$ cat config.mk
export PLATFORM = sky130hd
export DESIGN_NAME = sprite_loader
export DESIGN_NICKNAME = d
export VERILOG_FILES = /design/src/rtl/sprite_loader_pkg.sv /design/src/rtl/sprite_loader_timeout.sv /design/src/rtl/sprite_loader.sv
export SDC_FILE = /design/constraint.sdc
export NUM_CORES = 1
export LEC_CHECK = 0
export ABC_AREA = 0
export CORE_ASPECT_RATIO = 2
export CORE_MARGIN = 10
export CORE_UTILIZATION = 58
export DETAILED_ROUTE_END_ITERATION = 8
export PLACE_DENSITY = 0.94
export SETUP_SLACK_MARGIN = 0.4
export SLEW_MARGIN = 10
export SYNTH_ARGS = -nofsm -noshare
export SYNTH_HDL_FRONTEND = slang
export SYNTH_HIERARCHICAL = 1
export SYNTH_SLANG_ARGS = --single-unit
export TNS_END_PERCENT = 10
$ cat constraint.sdc
create_clock -name i_Clk -period 6.1 [get_ports i_Clk]
set_clock_uncertainty 0.2 [all_clocks]
set_input_delay 0.915 -clock i_Clk [delete_from_list [all_inputs] [get_ports i_Clk]]
set_output_delay 0.915 -clock i_Clk [all_outputs]
set_load 0.03 [all_outputs]
$ cat src/rtl/sprite_loader_pkg.sv
// Shared definitions for the sprite loader: FSM encoding, frame marker, pixel format, sprite IDs.
// The CHECK state exists only when SPRITE_LOADER_CHECKSUM_EN is defined.
package sprite_loader_pkg;

  localparam logic [7:0] DEFAULT_SYNC_BYTE = 8'hA5;
  localparam int         PIX_W             = 9;

  // RRRGGGBBB colour that the renderer treats as see-through.
  localparam logic [PIX_W-1:0] TRANSPARENT_KEY = 9'b111101110;

  localparam logic [1:0] SPRITE_FROG = 2'd0;
  localparam logic [1:0] SPRITE_CAR  = 2'd1;

  typedef enum logic [2:0] {
    IDLE,
    ID,
    PIX_HI,
    PIX_LO
`ifdef SPRITE_LOADER_CHECKSUM_EN
    , CHECK
`endif
  } state_t;

endpackage

$ cat src/rtl/sprite_loader_timeout.sv
// Inter-byte watchdog: counts idle cycles while enabled and flags expiry after TIMEOUT_CYCLES.
module loader_timeout #(
  parameter int TIMEOUT_CYCLES = 2_500_000
) (
  input  logic i_Clk,
  input  logic i_Rst_L,
  input  logic reload,
  input  logic enable,
  output logic expired
);

  localparam int                CNT_W   = (TIMEOUT_CYCLES > 1) ? $clog2(TIMEOUT_CYCLES) : 1;
  localparam logic [CNT_W-1:0]  CNT_MAX = CNT_W'(TIMEOUT_CYCLES - 1);

  logic [CNT_W-1:0] cnt_q;

  // NOTE: sequential state is updated with non-blocking assignments so every
  // register samples the pre-edge values regardless of statement order.
  always_ff @(posedge i_Clk or negedge i_Rst_L) begin
    if (!i_Rst_L) begin
      cnt_q <= '0;
    end else if (reload || !enable) begin
      cnt_q <= '0;
    end else if (cnt_q != CNT_MAX) begin
      cnt_q <= cnt_q + 1'b1;
    end
  end

  // Counter reaches CNT_MAX exactly TIMEOUT_CYCLES edges after the last reload.
  assign expired = enable && (cnt_q == CNT_MAX);

endmodule

$ cat src/rtl/sprite_loader.sv
// UART-fed sprite loader: parses SYNC/ID/pixel frames and streams 9-bit pixels into sprite memories.
// Optional trailing XOR checksum is enabled by defining SPRITE_LOADER_CHECKSUM_EN.
module sprite_loader
  import sprite_loader_pkg::*;
#(
  parameter int         TILE_SIZE      = 32,
  parameter int         NUM_SPRITES    = 2,
  parameter logic [7:0] SYNC_BYTE      = DEFAULT_SYNC_BYTE,
  parameter int         TIMEOUT_CYCLES = 2_500_000
) (
  input  logic             i_Clk,
  input  logic             i_Rst_L,
  input  logic             i_RX_DV,
  input  logic [7:0]       i_RX_Byte,
  output logic             o_Wr_En,
  output logic [1:0]       o_Wr_Sel,
  output logic [9:0]       o_Wr_Addr,
  output logic [PIX_W-1:0] o_Wr_Data,
  output logic             o_Busy,
  output logic             o_Done,
  output logic             o_Error
);

  localparam logic [9:0] ADDR_LAST = 10'(TILE_SIZE * TILE_SIZE - 1);

  state_t state_q, state_d;
  logic   pix_hi_q;
  logic   expired;
  logic   last_pix;

  logic   err_set, err_clr, done_set, wr_set, id_load, hi_load;

`ifdef SPRITE_LOADER_CHECKSUM_EN
  logic [7:0] csum_q;
`else
  logic       final_wr_q;
`endif

  loader_timeout #(
    .TIMEOUT_CYCLES(TIMEOUT_CYCLES)
  ) u_timeout (
    .i_Clk  (i_Clk),
    .i_Rst_L(i_Rst_L),
    .reload (i_RX_DV),
    .enable (state_q != IDLE),
    .expired(expired)
  );

  // The address register already points at the pixel about to be written.
  assign last_pix = (o_Wr_Addr == ADDR_LAST);

  always_ff @(posedge i_Clk or negedge i_Rst_L) begin
    if (!i_Rst_L) state_q <= IDLE;
    else          state_q <= state_d;
  end

  // NOTE: every signal driven here gets a default first, so no path through
  // the case statement can leave one unassigned and infer a latch.
  always_comb begin
    state_d  = state_q;
    err_set  = 1'b0;
    err_clr  = 1'b0;
    done_set = 1'b0;
    wr_set   = 1'b0;
    id_load  = 1'b0;
    hi_load  = 1'b0;
`ifndef SPRITE_LOADER_CHECKSUM_EN
    done_set = final_wr_q;
`endif

    if (i_RX_DV) begin
      unique case (state_q)
        IDLE: begin
          if (i_RX_Byte == SYNC_BYTE) begin
            state_d = ID;
            err_clr = 1'b1;
          end
        end
        ID: begin
          if (int'(i_RX_Byte) < NUM_SPRITES) begin
            id_load = 1'b1;
            state_d = PIX_HI;
          end else begin
            err_set = 1'b1;
            state_d = IDLE;
          end
        end
        PIX_HI: begin
          hi_load = 1'b1;
          state_d = PIX_LO;
        end
        PIX_LO: begin
          wr_set = 1'b1;
          if (!last_pix) begin
            state_d = PIX_HI;
          end else begin
`ifdef SPRITE_LOADER_CHECKSUM_EN
            state_d = CHECK;
`else
            state_d = IDLE;
`endif
          end
        end
`ifdef SPRITE_LOADER_CHECKSUM_EN
        CHECK: begin
          if (i_RX_Byte == csum_q) done_set = 1'b1;
          else                     err_set  = 1'b1;
          state_d = IDLE;
        end
`endif
        default: state_d = IDLE;
      endcase
    end else if (expired) begin
      // A strobe on the expiry cycle takes the branch above and reloads the watchdog.
      err_set = 1'b1;
      state_d = IDLE;
    end
  end

  always_ff @(posedge i_Clk or negedge i_Rst_L) begin
    if (!i_Rst_L) begin
      o_Wr_En   <= 1'b0;
      o_Wr_Sel  <= '0;
      o_Wr_Addr <= '0;
      o_Wr_Data <= '0;
      o_Busy    <= 1'b0;
      o_Done    <= 1'b0;
      o_Error   <= 1'b0;
      pix_hi_q  <= 1'b0;
`ifdef SPRITE_LOADER_CHECKSUM_EN
      csum_q    <= '0;
`else
      final_wr_q <= 1'b0;
`endif
    end else begin
      o_Wr_En <= wr_set;
      o_Done  <= done_set;
      o_Busy  <= (state_d != IDLE);

      if (err_set)      o_Error <= 1'b1;
      else if (err_clr) o_Error <= 1'b0;

      if (id_load) begin
        o_Wr_Sel  <= i_RX_Byte[1:0];
        o_Wr_Addr <= '0;
      end else if (o_Wr_En && !last_pix) begin
        o_Wr_Addr <= o_Wr_Addr + 1'b1;
      end

      if (hi_load) pix_hi_q  <= i_RX_Byte[0];
      if (wr_set)  o_Wr_Data <= {pix_hi_q, i_RX_Byte};

`ifdef SPRITE_LOADER_CHECKSUM_EN
      if (id_load)                csum_q <= '0;
      else if (hi_load || wr_set) csum_q <= csum_q ^ i_RX_Byte;
`else
      final_wr_q <= wr_set && last_pix;
`endif
    end
  end

endmodule

# [Word level (Yosys, flattened, before mapping)]
# Index checks and enable logic that the tools add are counted.
[op_classes] addsub=2 n_lt_le_gt_ge=1 n_eq_ne=7 mux=26 n_reduce_logical=12
[op_table] cell="22-bit two-way mux" n=2
[op_table] cell="22-bit by 1-bit adder with 22-bit output, second input constant" n=1
[op_table] cell="22-bit equality test, second input constant" n=1
[op_table] cell="22-bit != test, second input constant" n=1
[op_table] cell="10-bit two-way mux" n=2
[op_table] cell="1-bit two-way mux" n=16
[op_table] cell="3-bit one-hot mux with 4 select lines" n=1
[op_table] cell="10-bit by 1-bit adder with 10-bit output, second input constant" n=1
[op_table] cell="10-bit equality test, second input constant" n=1
[op_table] cell="3-bit two-way mux" n=3
[op_table] cell="8-bit equality test, second input constant" n=1
[op_table] cell="8-bit by 2-bit < comparator with 1-bit output, second input constant" n=1
[op_table] cell="3-bit by 2-bit equality test with 1-bit output, second input constant" n=2
[op_table] cell="2-bit nonzero test" n=3
[op_table] cell="3-bit nonzero test" n=2
[op_table] cell="2-bit two-way mux" n=2
[op_table] cell="3-bit by 1-bit equality test with 1-bit output, second input constant" n=1
[op_table] cell="1-bit logical AND" n=3
[op_table] cell="3-bit zero test" n=1
[op_table] cell="1-bit zero test" n=2
[op_table] cell="1-bit logical OR" n=1
[totals] register_bits=52 elab_cells=59

# [Depth between registers and ports, before layout]
[logic_depth] ltp_word=6 ltp_mapped=10

# [Hierarchy]
# Netlist, hierarchy kept.
[by_module_without_submodules] module="sprite_loader" n_inst=1 cells_each=116 area_each_um2=1338.8
[by_module_without_submodules] module="loader_timeout" n_inst=1 cells_each=140 area_each_um2=1257.5

# [Least setup slack after synthesis]
# No wires, ideal clock.
[synth_path] kind="register to register" from="register u_timeout.cnt_q[12]" to="register o_Busy" setup_ns=0.131 arrival_time_ns=2.419 required_time_ns=5.769 setup_slack_ns=3.349 path_stages_with_launch=8 n_path_buf=1 period_less_slack_ns=2.751 path_cell_list="dfrtp_1 or4b_1 nor3_1 buf_2 and3_1 o2bb2ai_1 a221o_1 or3_1"
[synth_via] elab_chain_cells=5
[synth_rtl] item="start: declaration" line_no="sprite_loader_timeout.sv:15" text="logic [CNT_W-1:0] cnt_q;"
[synth_rtl] item="start signal: assignment" line_no="sprite_loader_timeout.sv:25" text="cnt_q <= cnt_q + 1'b1;"
[synth_rtl] item="22-bit equality test" line_no="sprite_loader_timeout.sv:30" text="assign expired = enable && (cnt_q == CNT_MAX);"
[synth_rtl] item="1-bit logical AND" line_no="sprite_loader_timeout.sv:30"
[synth_rtl] item="net expired" line_no="sprite_loader.sv:28" text="logic expired;"
[synth_rtl] item="3-bit two-way mux" line_no="sprite_loader.sv:113" text="end else if (expired) begin"
[synth_rtl] item="3-bit two-way mux" line_no="sprite_loader.sv:71" text="if (i_RX_DV) begin"
[synth_rtl] item="net state_d[1]" line_no="sprite_loader.sv:26" text="state_t state_q, state_d;"
[synth_rtl] item="3-bit nonzero test" line_no="sprite_loader.sv:138" text="o_Busy <= (state_d != IDLE);"
[synth_rtl] item="end signal: assignment" line_no="sprite_loader.sv:138"
[synth_rtl] item="end: declaration" line_no="sprite_loader.sv:19" text="output logic o_Busy,"
# The timed path passes the listed nets, and every way through them passes these cells.
# A chain may end at the register's enable or synchronous reset.

# [Final worst setup path]
[layout_path] from="register u_timeout.cnt_q[0]" to="register o_Busy"
# Same word-level chain as after synthesis.

==> results by group <==
Run status
  • Status: completed

Global routing
  • Number of global-route vias before repair: 2,300
  • Total GRT Usage: 17.9%
  • Gr ovfl total: 0
  • Antenna violations before repair: 0
  • Largest net degree at the start of global routing: 53
  • Global-route wire length before repair: 11.0 mm

Setup path
  • Buf+Inv Stages, Crit Path: 1
  • CP endpoint: o_Busy
  • Critical R2R Launch: u_timeout/cnt_q[0]
  • Crit path DAT: 2870 ps
  • Cell Chain, Critical Path: ha_1 > nand4_1 > nor3_1 > buf_4 > and3_1 > o2bb2ai_1 > a221o_1 > or3_1
  • Delay-heaviest family, CP: simple AND/OR/NAND/NOR gates
  • Crit path capture type: flip-flop
  • Worst setup path start: u_timeout/cnt_q[0]
  • Startpoint Class: flip-flop
  • Critical R2R Capture: o_Busy
  • Crit path largest cell delay: 450 ps
  • Reg-to-reg slack, setup: 3220 ps
  • Worst R2R Path Depth: 8
  • Kind of critical path: reg2reg
  • Cell count along the critical path: 8
  • Slowest-stage cell, CP: dfrtp_1
  • Worst Path Required: approximately 6000 ps
  • Critical Path Fanout Max: 14

Floorplan
  • Die Ht: 115 um
  • # rows: 34
  • Core area: 0.00434 sq mm
  • Initial Util: 59.8%
  • Top Ports: 36
  • Die W: 67.3 um
  • Die area: 0.00771 sq mm

Yosys
  • Netlist cell types: 44
  • Cell area after synthesis: 0.00260 sq mm
  • Cell count after synthesis: approximately 260
  • Commonest register cell after synthesis: dfrtp_1
  • Synthesized area per cell: 10.1 sq um
  • Yosys reg bits: 52
  • Ys Warns: 6
  • Post-synth EDFFs: 0
  • Fraction of registers with async set/reset: 100%
  • Syn_nets: ~270
  • Seq/Total Area, Yosys: around half

CTS
  • Reg clk slew, reported paths: roughly 90 ps
  • CTS Hold Bufs: 0
  • CTS tree: built
  • H-Tree Depth: 2
  • Root cell of the clock tree: clkbuf_8
  • Max Root-Sink Buffers: 2
  • CTS sink cnt: 52
  • Post-CTS setup buffer count: 0
  • TritonCTS buffer count: 5
  • Clk_lat worst skew: 300 ps
  • Resized cells post-CTS: 0

Pwr
  • Peak VDD IR: 0.000201 V
  • PD cells: 191 mW/mm^2
  • Pwr Total: 587 uW
  • Leakage: 0.00127 uW

Timing
  • Final min period: 2880 ps
  • Final hold vios: 0
  • Slew Viols, Final: 0
  • Setup tns final: 0 ps
  • RSZ-0062 raised after global routing: no
  • Worst hold slack: 187 ps
  • Final Cycle Share: 47.2%
  • Max-slew headroom: 43.1%
  • Worst-Margin Slew: between 800 and 900 ps
  • F_max: 347 MHz
  • Final setup fails: 0

Place
  • I/O Buffers: 35
  • Placer Congestion: between 0.8 and 0.9
  • HPWL Detailed: ~4.6 mm

Finish
  • Nets: around 300
  • Area Growth Syn to Fin: 18.5%
  • Final core occ: 70.9%
  • Antenna Cells: 0
  • Layout cells sized above 1: 10.3%

Drt
  • DR vias: 2,218
  • Final ANT Viol Nets: 0
  • Routed vias/inst: ~6.4
  • DR iter-0 viols: 90
  • DR pass1 iterations: 4
  • Drt wl/cell: 18.8 um
  • Drt drc: 0
  • Final WL: about 6.5 mm

Min path
  • Worst Hold Depth: 0
  • Worst Hold Class: reg2reg

Job
  • Max-cap violations: 0
through the flow:
step | instance area, sq um | cells | setup slack (ps)
after floorplan | 2600 | 256 | 3350
after global routing | 3080 | 344 | 3070
after CTS | 3080 | 344 | 3270
after detailed placement | 2980 | 337 | 3020
final | 3080 | 344 | 3220
after global placement | 2980 | 337 | 3050
how the worst min path moves through the flow:
stage,from,to
finish,done_set,o_Done
global route,done_set,o_Done
CTS,done_set,o_Done
detailed placement,done_set,o_Done
global placement,done_set,o_Done
floorplan,done_set,o_Done
placed cells by master, fill, tap and decap left out, types with 3 or more instances in the layout:
master	count
dfrtp_1	52
and3_1	3
mux2i_1	4
nor3_1	10
inv_1	5
a2111o_1	3
nor2b_1	4
nand2b_1	5
or3_1	11
clkbuf_8	7
o21ai_0	16
a31oi_1	3
nand3_1	16
nand2_1	20
nor2_1	11
clkdlybuf4s50_1	34
xnor2_1	3
a21oi_1	18
and4_1	4
nor4_1	3
mux2_2	11
nor4bb_1	3
nand4_1	7
a211oi_1	6
synthesized netlist by cell type, drive strengths merged (4+ instances only):
cell type | instances | area, sq um
dfrtp | 52 | 1300
nand2 | 20 | 75.1
a21oi | 18 | 90.1
nand3 | 16 | 80.1
o21ai | 16 | 80.1
or3 | 13 | 87.6
mux2 | 11 | 124
nor2 | 11 | 41.3
nor3 | 10 | 50.1
nand4 | 9 | 68.8
a211oi | 6 | 45.0
and4 | 6 | 55.1
buf | 5 | 25.0
clkbuf | 5 | 18.8
inv | 5 | 18.8
nand2b | 5 | 31.3
and3 | 4 | 26.3
mux2i | 4 | 40.0
nor2b | 4 | 25.0
worst register-to-register path, stage by stage, from the launching register on:
cell       delay [ps]
dfrtp_1           450
ha_1              300
nand4_1           260
nor3_1            270
buf_4             230
and3_1            240
o2bb2ai_1          70
a221o_1           370
or3_1             370
registers in the layout (all words and copies together) (netlist names):
register         flops
o_Wr_Sel             2
o_Busy               1
pix_hi_q             1
o_Error              1
u_timeout/cnt_q     22
o_Done               1
state_q              3
o_Wr_Data            9
o_Wr_Addr           10
done_set             1
o_Wr_En              1
kinds of logic after synthesis:
family                   share of synthesized area, %
adder cells (fa/ha/maj)                         0.964
AND/OR/NAND/NOR                                  25.3
flip-flops                                       50.1
XOR/XNOR                                         1.69
buffers and inverters                            2.41
multiplexers                                     6.31
AO/OA/AOI/OAI                                    13.3
power by group:
part | switching [uW] | internal (uW) | leakage [uW]
sequential | 1.36 | 346 | 0.000673
combinational | 16.5 | 11.3 | 0.000550
clock | 110 | 101 | 0.0000503
total | 128 | 459 | 0.00127
area by class of cell:
| cell class | count | area [sq um] |
|---|---|---|
| Clock buffer | 7 | 96.3 |
| Fill cell | 323 | 1260 |
| Inverter | 5 | 18.8 |
| Multi-Input combinational cell | 189 | 1230 |
| Sequential cell | 52 | 1300 |
| Tap cell | 54 | 67.6 |
| Timing Repair Buffer | 37 | 360 |
layer usage:
layer  wire length, um  vias up  track usage, %
li1                  -     1027               -
met1              2370     1097            18.4
met2              3680       81            32.6
met3               263       13            4.02
met4               149        0            8.13
met5                 0        -               0
No activity file was read; power rests on OpenSTA's default activity.
